==> config.mk <==
export PLATFORM = sky130hd
export DESIGN_NAME = gdm_fetch_port
export DESIGN_NICKNAME = d
export VERILOG_FILES = /design/src/rtl/gdm_pkg.sv /design/src/rtl/gdm_buf_entry.sv /design/src/rtl/gdm_fetch_port.sv
export SDC_FILE = /design/constraint.sdc
export NUM_CORES = 1
export LEC_CHECK = 0
export CAP_MARGIN = 20
export CORE_UTILIZATION = 33
export DETAILED_ROUTE_END_ITERATION = 16
export SYNTH_ARGS = -nofsm -noshare
export SYNTH_HDL_FRONTEND = slang
export SYNTH_SLANG_ARGS = --single-unit
export TNS_END_PERCENT = 20
==> constraint.sdc <==
create_clock -name clock -period 1.8 [get_ports clock]
set_input_delay 0.18 -clock clock [delete_from_list [all_inputs] [get_ports clock]]
set_output_delay 0.18 -clock clock [all_outputs]
set_load 0.05 [all_outputs]
==> src/rtl/gdm_pkg.sv <==
// Shared constants, FSM encoding and address helper for the gdm fetch port.
// The PREF state exists only when GDM_FETCH_PREFETCH_EN is defined.
package gdm_pkg;

  localparam int GDM_TAG_W           = 30;
  localparam int GDM_DEFAULT_TIMEOUT = 255;

  typedef enum logic [1:0] {
    IDLE = 2'd0,
    REQ  = 2'd1
`ifdef GDM_FETCH_PREFETCH_EN
    , PREF = 2'd2
`endif
  } gdm_state_e;

  function automatic logic [31:0] gdm_word_addr(input logic [GDM_TAG_W-1:0] tag);
    return {tag, 2'b00};
  endfunction

endpackage

==> src/rtl/gdm_buf_entry.sv <==
// One buffered instruction word: valid/tag/data register with tag compare.
// A global invalidate overrides a same-cycle load; the data is still written.
module gdm_buf_entry
  import gdm_pkg::*;
(
  input  logic                 clock,
  input  logic                 reset,
  input  logic                 inv,
  input  logic                 load,
  input  logic                 clear,
  input  logic [GDM_TAG_W-1:0] load_tag,
  input  logic [31:0]          load_data,
  input  logic [GDM_TAG_W-1:0] lookup_tag,
  output logic                 hit,
  output logic [31:0]          data
);

  logic                 valid_q, valid_d;
  logic [GDM_TAG_W-1:0] tag_q, tag_d;
  logic [31:0]          data_q, data_d;

  always_comb begin
    valid_d = valid_q;
    tag_d   = tag_q;
    data_d  = data_q;
    if (load) begin
      valid_d = 1'b1;
      tag_d   = load_tag;
      data_d  = load_data;
    end else if (clear) begin
      valid_d = 1'b0;
    end
    if (inv) begin
      valid_d = 1'b0;
    end
  end

  always_ff @(posedge clock) begin
    if (!reset) begin
      valid_q <= 1'b0;
      tag_q   <= '0;
      data_q  <= '0;
    end else begin
      valid_q <= valid_d;
      tag_q   <= tag_d;
      data_q  <= data_d;
    end
  end

  assign hit  = valid_q && (tag_q == lookup_tag);
  assign data = data_q;

endmodule

==> src/rtl/gdm_fetch_port.sv <==
// Fetch-side word buffer in front of a slow backing memory, with timeout.
// Define GDM_FETCH_PREFETCH_EN to add a next-word prefetch entry and PREF state.
module gdm_fetch_port
  import gdm_pkg::*;
#(
  parameter int TIMEOUT = GDM_DEFAULT_TIMEOUT
) (
  input  logic        clock,
  input  logic        reset,
  input  logic        if_gdm_en,
  input  logic [31:0] if_gdm_addr,
  output logic [31:0] gdm_if_data,
  output logic        gdm_if_ready,
  input  logic        gdm_inv,
  output logic        gdm_mem_req,
  output logic [31:0] gdm_mem_addr,
  input  logic        gdm_mem_ack,
  input  logic [31:0] gdm_mem_rdata,
  output logic        gdm_err
);

  localparam int             CNT_W    = $clog2(TIMEOUT + 1);
  localparam logic [CNT_W-1:0] CNT_LAST = CNT_W'(TIMEOUT - 1);

  gdm_state_e           state_q, state_d;
  logic [CNT_W-1:0]     cnt_q, cnt_d;
  logic [31:0]          mem_addr_q, mem_addr_d;
  logic                 err_q, err_d;

  logic [GDM_TAG_W-1:0] fetch_tag;
  logic [GDM_TAG_W-1:0] req_tag;
  logic                 unused_lsbs;

  logic                 d_hit;
  logic [31:0]          d_data;
  logic                 d_load;
  logic [GDM_TAG_W-1:0] d_load_tag;
  logic [31:0]          d_load_data;
  logic                 any_hit;

  assign fetch_tag   = if_gdm_addr[31:2];
  assign req_tag     = mem_addr_q[31:2];
  assign unused_lsbs = ^if_gdm_addr[1:0];

  gdm_buf_entry u_demand (
    .clock      (clock),
    .reset      (reset),
    .inv        (gdm_inv),
    .load       (d_load),
    .clear      (1'b0),
    .load_tag   (d_load_tag),
    .load_data  (d_load_data),
    .lookup_tag (fetch_tag),
    .hit        (d_hit),
    .data       (d_data)
  );

`ifdef GDM_FETCH_PREFETCH_EN
  logic        p_hit;
  logic [31:0] p_data;
  logic        p_load;
  logic        p_clear;

  gdm_buf_entry u_prefetch (
    .clock      (clock),
    .reset      (reset),
    .inv        (gdm_inv),
    .load       (p_load),
    .clear      (p_clear),
    .load_tag   (req_tag),
    .load_data  (gdm_mem_rdata),
    .lookup_tag (fetch_tag),
    .hit        (p_hit),
    .data       (p_data)
  );

  assign any_hit     = d_hit | p_hit;
  assign gdm_mem_req = (state_q == REQ) || (state_q == PREF);
`else
  assign any_hit     = d_hit;
  assign gdm_mem_req = (state_q == REQ);
`endif

  assign gdm_if_ready = reset & if_gdm_en & any_hit;
  assign gdm_mem_addr = mem_addr_q;
  assign gdm_err      = err_q;

  always_comb begin
    gdm_if_data = '0;
    if (gdm_if_ready) begin
`ifdef GDM_FETCH_PREFETCH_EN
      gdm_if_data = d_hit ? d_data : p_data;
`else
      gdm_if_data = d_data;
`endif
    end
  end

  // A request ends on ack (fill) or when the count would reach TIMEOUT without one.
  always_comb begin
    state_d     = state_q;
    cnt_d       = cnt_q;
    mem_addr_d  = mem_addr_q;
    err_d       = err_q;
    d_load      = 1'b0;
    d_load_tag  = req_tag;
    d_load_data = gdm_mem_rdata;
`ifdef GDM_FETCH_PREFETCH_EN
    p_load      = 1'b0;
    p_clear     = 1'b0;
`endif
    case (state_q)
      IDLE: begin
        if (if_gdm_en && !any_hit) begin
          state_d    = REQ;
          cnt_d      = '0;
          mem_addr_d = gdm_word_addr(fetch_tag);
        end
`ifdef GDM_FETCH_PREFETCH_EN
        else if (if_gdm_en && !d_hit && p_hit) begin
          // Promote the prefetched word and run ahead to the following one.
          d_load      = 1'b1;
          d_load_tag  = fetch_tag;
          d_load_data = p_data;
          p_clear     = 1'b1;
          if (fetch_tag != '1) begin
            state_d    = PREF;
            cnt_d      = '0;
            mem_addr_d = gdm_word_addr(fetch_tag + GDM_TAG_W'(1));
          end
        end
`endif
      end
      REQ: begin
        if (gdm_mem_ack) begin
          d_load  = 1'b1;
          cnt_d   = '0;
          state_d = IDLE;
`ifdef GDM_FETCH_PREFETCH_EN
          if (req_tag != '1) begin
            state_d    = PREF;
            mem_addr_d = gdm_word_addr(req_tag + GDM_TAG_W'(1));
          end
`endif
        end else if (cnt_q == CNT_LAST) begin
          err_d   = 1'b1;
          cnt_d   = '0;
          state_d = IDLE;
        end else begin
          cnt_d = cnt_q + 1'b1;
        end
      end
`ifdef GDM_FETCH_PREFETCH_EN
      PREF: begin
        if (gdm_mem_ack) begin
          p_load  = 1'b1;
          cnt_d   = '0;
          state_d = IDLE;
        end else if (cnt_q == CNT_LAST) begin
          err_d   = 1'b1;
          cnt_d   = '0;
          state_d = IDLE;
        end else begin
          cnt_d = cnt_q + 1'b1;
        end
      end
`endif
      default: begin
        state_d = IDLE;
        cnt_d   = '0;
      end
    endcase
  end

  always_ff @(posedge clock) begin
    if (!reset) begin
      state_q    <= IDLE;
      cnt_q      <= '0;
      mem_addr_q <= '0;
      err_q      <= 1'b0;
    end else begin
      state_q    <= state_d;
      cnt_q      <= cnt_d;
      mem_addr_q <= mem_addr_d;
      err_q      <= err_d;
    end
  end

endmodule

==> results of run 1 <==
## repair_timing
action                                  in CTS  in global routing
cloned                                       0                  3
gates resized for setup                      8                 14
endpoints found under the setup margin      71                 72
setup buffers                                0                  3
pin swaps                                    1                 21
## cell type report
class	instances	area, µm²	share of cell area
multi-input combinational	437	2580	0.353
timing repair buffer	185	2130	0.291
sequential	103	2070	0.284
clock buffer	13	250	0.0342
tap	180	225	0.0308
clock inverter	3	42.5	0.00581
inverter	4	15.0	0.00205
## worst max-delay path by stage
stage,from,endpoint,slack (ps),cells after the start
5_1_grt,u_demand.tag_q[2]$_SDFFE_PN0P_,gdm_if_data[4],-960,9
4_1_cts,u_demand.tag_q[2]$_SDFFE_PN0P_,gdm_if_data[0],-850,8
3_3_place_gp,if_gdm_addr[8],gdm_if_data[31],-860,8
6_report,u_demand.tag_q[2]$_SDFFE_PN0P_,gdm_if_data[9],-870,9
2_1_floorplan,u_demand.tag_q[3]$_SDFFE_PN0P_,gdm_if_data[23],-290,6
3_5_place_dp,if_gdm_addr[8],gdm_if_data[31],-870,8
## state kept, by name, indices dropped and copies added, names as in the netlist
name / cells
gdm_err: 1
cnt_q: 8
state_q: 1
u_demand.valid_q: 1
u_demand.tag_q: 30
u_demand.data: 32
gdm_mem_addr: 30
## kinds of logic (layout without fill, tap and decap cells)
| logic type | count (synthesis) | in the layout |
|---|---|---|
| buffers and inverters | 44 | 205 |
| muxes | 30 | 30 |
| and+or+nand+nor | 290 | 290 |
| xor gates and xnor gates | 25 | 25 |
| other | 1 | 2 |
| DFF | 103 | 103 |
| adders and majority gates | 2 | 2 |
| AOI/OAI and AO/OA | 88 | 88 |
## metal layers
metal / up-vias / wire (µm) / share of wire / GRT usage
li1: 2235 / - / - / -
met1: 2100 / 5750 / 0.44 / 0.215
met4: 0 / 136 / 0.010 / 0.0532
met5: - / 0 / 0 / 0
met2: 121 / 6620 / 0.50 / 0.321
met3: 12 / 651 / 0.049 / 0.0401
## placed cells by master, fill, tap and decap left out, types with 2 or more instances in the layout
cell	n
nand2_1	196
dfxtp_1	93
clkdlybuf4s50_1	92
a21oi_1	67
buf_4	48
buf_12	36
and2_4	32
mux2i_1	30
xnor2_1	16
nand4_1	14
nand3_1	11
clkbuf_16	11
nor2_1	10
dfxtp_2	10
xnor2_2	9
nand2b_1	8
a31oi_1	4
o311a_1	4
inv_1	3
nand2b_4	3
nor3_1	3
clkbuf_1	3
buf_6	3
dlymetal6s2s_1	3
or4_4	2
nor4_2	2
and3_1	2
o211a_1	2
ha_1	2
conb_1	2
## power groups by stage
stage	Clock, mW	Sequential (mW)	Combinational, mW
2_1_floorplan	0	2.63	0.324
3_3_place_gp	0	2.47	0.847
3_5_place_dp	0	2.48	0.857
4_1_cts	2.00	2.43	0.868
5_1_grt	2.10	2.43	0.928
6_report	1.95	2.43	0.866
## critical path, cell delays in order (launching register included)
cell	delay (ps)
dfxtp_2	340
xnor2_2	130
buf_4	150
nand4_1	90
or4_4	520
nor4_4	280
buf_6	180
clkbuf_16	160
and2_4	150
buf_12	130
==> impl_metrics.ini, run 1 <==
[timing]
rsz0062_at_grt = true
maxSlewHeadroom = 0.638
fin_crit_ps = 2670
slew_viol_final = 0
whs_ps = 154
hold_viol = 0
setup_violations = 66
tns_ps = -42790
skew_ps = 10.5
worst_slack_ps = -870
fmax_ghz = 0.375
tightest_slew_ps = 542
fin_crit_sh = 1.48

[route]
drtIter0Drc = 238
antenna_left = 0
firstDrtPassIters = 4
wl_per_cell_um = 14.2
vias = 4468
vias_per_cell = 4.83
wl_um = 13200
drc_errors = 0

[synthesis]
synth.most_common_cell = nand2_1
ys_seq_area_frac = 0.443
synth_cells = 583
ys_top_cells_by_area = dfxtp_1 44%, nand2_1 16%, a21oi_1 7.2%, mux2i_1 6.4%, xnor2_1 4.7%
syn_area_um2 = 4660
synth_compound_area_frac = 0.110
synth_top_area_frac = 0.443
synthFlopType = dfxtp_1
synth_common_cells = 197 x nand2_1, 103 x dfxtp_1, 67 x a21oi_1, 33 x and2_1
ys_types = 39
yosys.area.top_type = dfxtp_1
synthSimpleGateAreaFrac = 0.281
avgSynthCellArea_um2 = 7.99
synth_edf_count = 0
synth_top_family_by_area = simple AND/OR/NAND/NOR gates
synth-xor-area-share = 0.0470
synthMuxAreaShare = 0.0644
synth_seq_cells = 103
synth-async-reset-ratio = 0
synthAdderAreaFrac = 0.00537
yosysWarningCount = 0

[global_routing]
grt_max_degree = 53
grt_pass1_wl_um = 20700
antenna_found_initial = 0
grt.overflow.total = 0
track_usage = 0.180
grt_pass1_vias = 4272

[final_layout]
fin_nets = 811
n_fill_cell = 1276
syn2layout_area_growth_pct = 57.0
post-route-util = 0.529
fin_cells = 925
diodes = 0
fin_area_um2 = 7320
drive_gt1_frac = 0.231

[power]
combPwrFrac = 0.165
p_sw_frac = 0.262
max-vdd-ir-drop_uv = 421
clkPwrFrac = 0.372
leakagePower_nw = 2.76
seq_power_share = 0.463
fin_total_pwr_mw = 5.24
powerDensity_nw_per_um2 = 716
power.switching_mw = 1.37
p_int_mw = 3.87

[run_status]
status = complete, but fails checks
failed_checks = setup timing

[die]
dieHeight_um = 121
design.core.area_um2 = 13800
pin_count = 136
fp-row-count = 43
die_w_um = 121
die-area_um2 = 14600
start_util = 0.337

[worst_setup_path]
rr_worst_depth = 9
worstSetupEndpointType = output port
r2r_slack_ps = -480
reg2reg_from = u_demand.tag_q[2]$_SDFFE_PN0P_
r2r-end = state_q[0]$_SDFFE_PN0P_
cp.arrival_ps = 2490
cp_max_fo = 8
crit_type = reg2out
start_kind = flip-flop
crit_required_ps = 1620

[clock_tree]
numCtsBuffers = 9
insertion_delay_ps = 350
ctsHoldBuffers = 0
clk_pin_slew_ps = 70
tritoncts = built
cts_root_buf = clkbuf_16
cts_sinks = 103
htreeDepth = 3
clockBufferDepth = 2

[worst_hold_path]
hold_start = if_gdm_addr[4]
hold_path_class = in2reg
holdPathEnd = gdm_mem_addr[4]$_SDFFE_PN0P_
min_path_cells = 3

[place]
dp_hpwl_um = 9390
portBuffers = 131
gp_congestion = 0.767
pre_cts_slack_ps = -872
dpl_cell_area_um2 = 6840
dp.cells = 903

[job]
cap_violations = 0
(Power assumes the default switching activity.)
==> run 2, diff against run 1 <==
--- a/config.mk
+++ b/config.mk
@@ -6,8 +6,9 @@
 export NUM_CORES = 1
 export LEC_CHECK = 0
 export CAP_MARGIN = 20
-export CORE_UTILIZATION = 33
+export CORE_UTILIZATION = 43
 export DETAILED_ROUTE_END_ITERATION = 16
+export PLACE_DENSITY = 0.77
 export SYNTH_ARGS = -nofsm -noshare
 export SYNTH_HDL_FRONTEND = slang
 export SYNTH_SLANG_ARGS = --single-unit
==> impl_metrics.ini, run 2 (synthesis results as in run 1) <==
[final_layout]
regArea_um2 = 2070
n_fill_cell = 798
post-route-util = 0.690
largest_reg_flops = 32
diodes = 0
syn2layout_area_growth_pct = 54.2
drive_gt1_frac = 0.232
final_common_cell = nand2_1
fin_cells = 883
final_cell_mix = 196 x nand2_1, 95 x dfxtp_1, 84 x clkdlybuf4s50_1
fin_nets = 813
multi_input_area_um2 = 2570

[worst_setup_path]
worstSetupEndpointType = output port
cp_max_fo = 16
worstPathCellList = xnor2_2 > nand4_1 > or4_4 > nor4_4 > buf_6 > clkbuf_16 > and2_4 > buf_12
crit_required_ps = 1620
cp_slowest_stage_delay_ps = 600
cpMaxStageDelayCell = or4_4
cp.arrival_ps = 2580
crit_type = reg2out
start_kind = flip-flop
path_buf_inv = 3
cp_top_family = simple AND/OR/NAND/NOR gates

[route]
wl_um = 13500
antenna_left = 0
vias = 4631
drc_errors = 0
firstDrtPassIters = 4
vias_per_cell = 5.24
drtIter0Drc = 175
wl_per_cell_um = 15.3

[timing]
setup_violations = 66
fin_crit_ps = 2760
whs_ps = 283
fin_crit_sh = 1.53
skew_ps = 18.5
maxSlewHeadroom = 0.638
slew_viol_final = 0
fmax_ghz = 0.363
worst_slack_ps = -955
hold_viol = 0
tightest_slew_ps = 542
rsz0062_at_grt = true

[job]
cap_violations = 0

[place]
portBuffers = 131
gp_congestion = 0.891
pre_cts_slack_ps = -876
dp_hpwl_um = 9740
dp.cells = 861

[global_routing]
antenna_found_initial = 0
grt_pass1_vias = 4563
gr-max-usage-layer = met2
grt_pass1_wl_um = 21000
grt.overflow.total = 0
use_met1 = 0.249
grt_util_met2 = 0.437
track_usage = 0.233
met3_usage = 0.0552
grt_max_degree = 51

[clock_tree]
clockBufferDepth = 2
cts_root_buf = clkbuf_8
tritoncts = built
clk_pin_slew_ps = 110
cts_sinks = 103
ctsHoldBuffers = 0
htreeDepth = 3
numCtsBuffers = 9
insertion_delay_ps = 380

[power]
powerDensity_nw_per_um2 = 650
leakagePower_nw = 2.87
max-vdd-ir-drop_uv = 383

[run_status]
failed_checks = setup timing
status = complete, but fails checks

[die]
start_util = 0.447
fp-row-count = 37
design.core.area_um2 = 10400
dieHeight_um = 106
die_w_um = 106
pin_count = 136
die-area_um2 = 11300

[worst_hold_path]
hold_path_class = in2reg
## run 2: cell count changes in the layout (fill, tap and decap cells not counted), moves of 3 or more
cell / previous run / this run
clkbuf_8: 1 / 9
clkbuf_1: 3 / 0
clkbuf_16: 11 / 2
clkdlybuf4s50_1: 92 / 84
dlymetal6s2s_1: 3 / 11
## run 2: metrics by stage
step	instance area [µm²]	total power, mW	setup TNS, ps
after floorplan	4810	2.95	-16220
after global placement	6810	3.31	-52510
after detailed placement	6810	3.33	-55050
after CTS	7040	4.68	-39350
after global routing	7180	4.84	-48840
final	7180	4.67	-43400
## run 2: worst reg2reg max path: cells and delay by family (launching register included)
kind | cells | cell delay [ps]
and+or+nand+nor | 2 | 780
DFF | 1 | 350
buffers and inverters | 2 | 340
AOI/OAI and AO/OA | 1 | 330
muxes | 1 | 190
xor gates and xnor gates | 1 | 170
## run 2: cell type report
cell class                 instances  share of cell area
clock buffer                       9              0.0172
clock inverter                     7             0.00766
inverter                           4             0.00209
multi-input combinational        437               0.358
sequential                       103               0.288
tap                              136              0.0237
timing repair buffer             187               0.302
## run 2: where the power goes
group          total, mW  switching, mW  internal [mW]
Sequential          2.42         0.0589           2.36
Combinational      0.880          0.487          0.393
Clock               1.36          0.845          0.520
## run 2: final timing paths
kind | from | end | slack [ps] | cells after the start
worst max-delay path | u_demand.tag_q[28]$_SDFFE_PN0P_ | gdm_if_data[16] | -960 | 8
worst min-delay path | reset | gdm_mem_addr[2]$_SDFFE_PN0P_ | 280 | 4
worst max register to register | u_demand.tag_q[28]$_SDFFE_PN0P_ | gdm_mem_addr[20]$_SDFFE_PN0P_ | -450 | 7
worst min register to register | gdm_mem_addr[20]$_SDFFE_PN0P_ | u_demand.tag_q[18]$_SDFFE_PN0P_ | 460 | 2
## run 2: what timing repair did
item,4_1_cts,5_1_grt
gates resized for setup,11,16
setup endpoints to repair,72,81
cloned,0,2
setup buffers,0,4
pin swaps,9,7
## run 2: layer usage
metal / vias to the layer above / share of wire
met2: 200 / 0.52
met4: 0 / 0.026
met3: 37 / 0.070
li1: 2248 / -
met1: 2146 / 0.38
met5: - / 0
==> run 3, diff against run 2 <==
--- a/config.mk
+++ b/config.mk
@@ -6,9 +6,11 @@
 export NUM_CORES = 1
 export LEC_CHECK = 0
 export CAP_MARGIN = 20
-export CORE_UTILIZATION = 43
+export CORE_UTILIZATION = 44
+export CTS_BUF_LIST = sky130_fd_sc_hd__clkbuf_4
+export CTS_CLUSTER_DIAMETER = 200
 export DETAILED_ROUTE_END_ITERATION = 16
-export PLACE_DENSITY = 0.77
+export PLACE_DENSITY = 0.78
 export SYNTH_ARGS = -nofsm -noshare
 export SYNTH_HDL_FRONTEND = slang
 export SYNTH_SLANG_ARGS = --single-unit
==> impl_metrics.ini, run 3 (synthesis results as in run 1) <==
[route]
vias = 4574
antenna_left = 0
drtIter0Drc = 178
vias_per_cell = 5.21
firstDrtPassIters = 4
wl_um = 13400
wl_per_cell_um = 15.2
drc_errors = 0

[clock_tree]
clockBufferDepth = 2
clk_pin_slew_ps = 170
tritoncts = built
htreeDepth = 3
cts_sinks = 103
ctsHoldBuffers = 0
insertion_delay_ps = 440
numCtsBuffers = 9
cts_root_buf = clkbuf_4

[worst_setup_path]
worstPathCellList = xnor2_2 > buf_4 > nand3_2 > or4_4 > nor4_4 > buf_6 > clkbuf_16 > and2_4 > buf_12
cp_slowest_stage_delay_ps = 570
cp_top_family = simple AND/OR/NAND/NOR gates
cp.arrival_ps = 2570
cp_max_fo = 8
crit_type = reg2out
crit_required_ps = 1620
cpMaxStageDelayCell = or4_4
path_buf_inv = 4
worstSetupEndpointType = output port
start_kind = flip-flop

[power]
combPwrFrac = 0.189
power.switching_mw = 1.34
max-vdd-ir-drop_uv = 649
seq_power_share = 0.537
p_int_mw = 3.18
leakagePower_nw = 2.81
powerDensity_nw_per_um2 = 634
p_sw_frac = 0.296
fin_total_pwr_mw = 4.52
clkPwrFrac = 0.274

[place]
dp.cells = 856
dp_hpwl_um = 9460
pre_cts_slack_ps = -900
portBuffers = 131
gp_congestion = 0.844

[final_layout]
fin_cells = 878
drive_gt1_frac = 0.235
final_common_cell = nand2_1
fin_nets = 808
largest_reg_flops = 32
syn2layout_area_growth_pct = 52.9
diodes = 0
final_cell_mix = 196 x nand2_1, 94 x dfxtp_1, 67 x a21oi_1

[timing]
skew_ps = 18.3
setup_violations = 67
fmax_ghz = 0.363
slew_viol_final = 0
fin_crit_ps = 2750
tightest_slew_ps = 533
fin_crit_sh = 1.53
hold_viol = 0
rsz0062_at_grt = true
worst_slack_ps = -951
maxSlewHeadroom = 0.646

[global_routing]
grt_pass1_wl_um = 21500
track_usage = 0.241
antenna_found_initial = 0
grt_max_degree = 51
grt.overflow.total = 0
grt_pass1_vias = 4584

[worst_hold_path]
hold_path_class = in2reg

[die]
start_util = 0.453
pin_count = 136
fp-row-count = 37
dieHeight_um = 105
die_w_um = 105
design.core.area_um2 = 10300
die-area_um2 = 11000

[run_status]
failed_checks = setup timing
status = complete, but fails checks

[job]
cap_violations = 0
[run 3: cell count changes in the layout (fill, tap and decap cells not counted), moves of 5 or more]
| cell | change |
|---|---|
| clkbuf_4 | +10 |
| dlygate4sd2_1 | +31 |
| clkbuf_8 | -9 |
| clkdlybuf4s50_1 | -19 |
| xnor2_2 | +5 |
| xnor2_1 | -6 |
| buf_4 | -6 |
| dlymetal6s2s_1 | -11 |
[run 3: worst min-delay path: stages]
cell and delay [ps]:
buf_2 110, buf_4 190, nand2_1 90, mux2i_1 50
[run 3: path summary, 6_finish.rpt]
path | startpoint | slack [ps] | cells past startpoint | endpoint
min | reset | 210 | 4 | gdm_mem_addr[3]$_SDFFE_PN0P_
max | u_demand.tag_q[25]$_SDFFE_PN0P_ | -950 | 9 | gdm_if_data[10]
min reg2reg | u_demand.data[7]$_SDFFE_PN0P_ | 470 | 2 | u_demand.data[7]$_SDFFE_PN0P_
max reg2reg | u_demand.tag_q[25]$_SDFFE_PN0P_ | -390 | 8 | gdm_mem_addr[26]$_SDFFE_PN0P_
[run 3: timing repair]
item / CTS / global route
buffers inserted: 2 / 2
cloned: 1 / 1
gates resized for setup: 43 / 16
endpoints found under the setup margin: 103 / 72
pin swaps: 6 / 15
endpoints found under the hold margin: 0 / 0
[run 3: layout make-up]
class | count | area [µm²]
Clock buffer | 10 | 75.1
Clock inverter | 6 | 70.1
Fill cell | 813 | 3150
Inverter | 4 | 15.0
Multi-Input combinational cell | 437 | 2650
Sequential cell | 103 | 2080
Tap cell | 136 | 170
Timing Repair Buffer | 182 | 2070
[run 3: layer usage]
metal | up-vias | GRT usage | wire length [µm]
met5 | - | 0 | 0
met4 | 0 | 0.102 | 306
met3 | 27 | 0.0449 | 663
met2 | 146 | 0.436 | 6980
met1 | 2166 | 0.275 | 5440
li1 | 2235 | - | -
[run 3: stage by stage]
stage	setup TNS, ps	util	cell area [µm²]	hold WS, ps
final	-42270	0.693	7120	206
after global routing	-49410	0.693	7120	189
after CTS	-42830	0.681	7000	189
after detailed placement	-56990	0.660	6780	448
after global placement	-54570	0.660	6780	438
after floorplan	-16220	-	4810	257
[run 3: power groups by stage]
| stage | combinational (mW) | clock, mW | sequential, mW |
|---|---|---|---|
| 2_1_floorplan | 0.324 | 0 | 2.63 |
| 4_1_cts | 0.837 | 1.25 | 2.42 |
| 3_3_place_gp | 0.832 | 0 | 2.47 |
| 5_1_grt | 0.909 | 1.35 | 2.44 |
| 6_report | 0.855 | 1.24 | 2.42 |
| 3_5_place_dp | 0.851 | 0 | 2.47 |
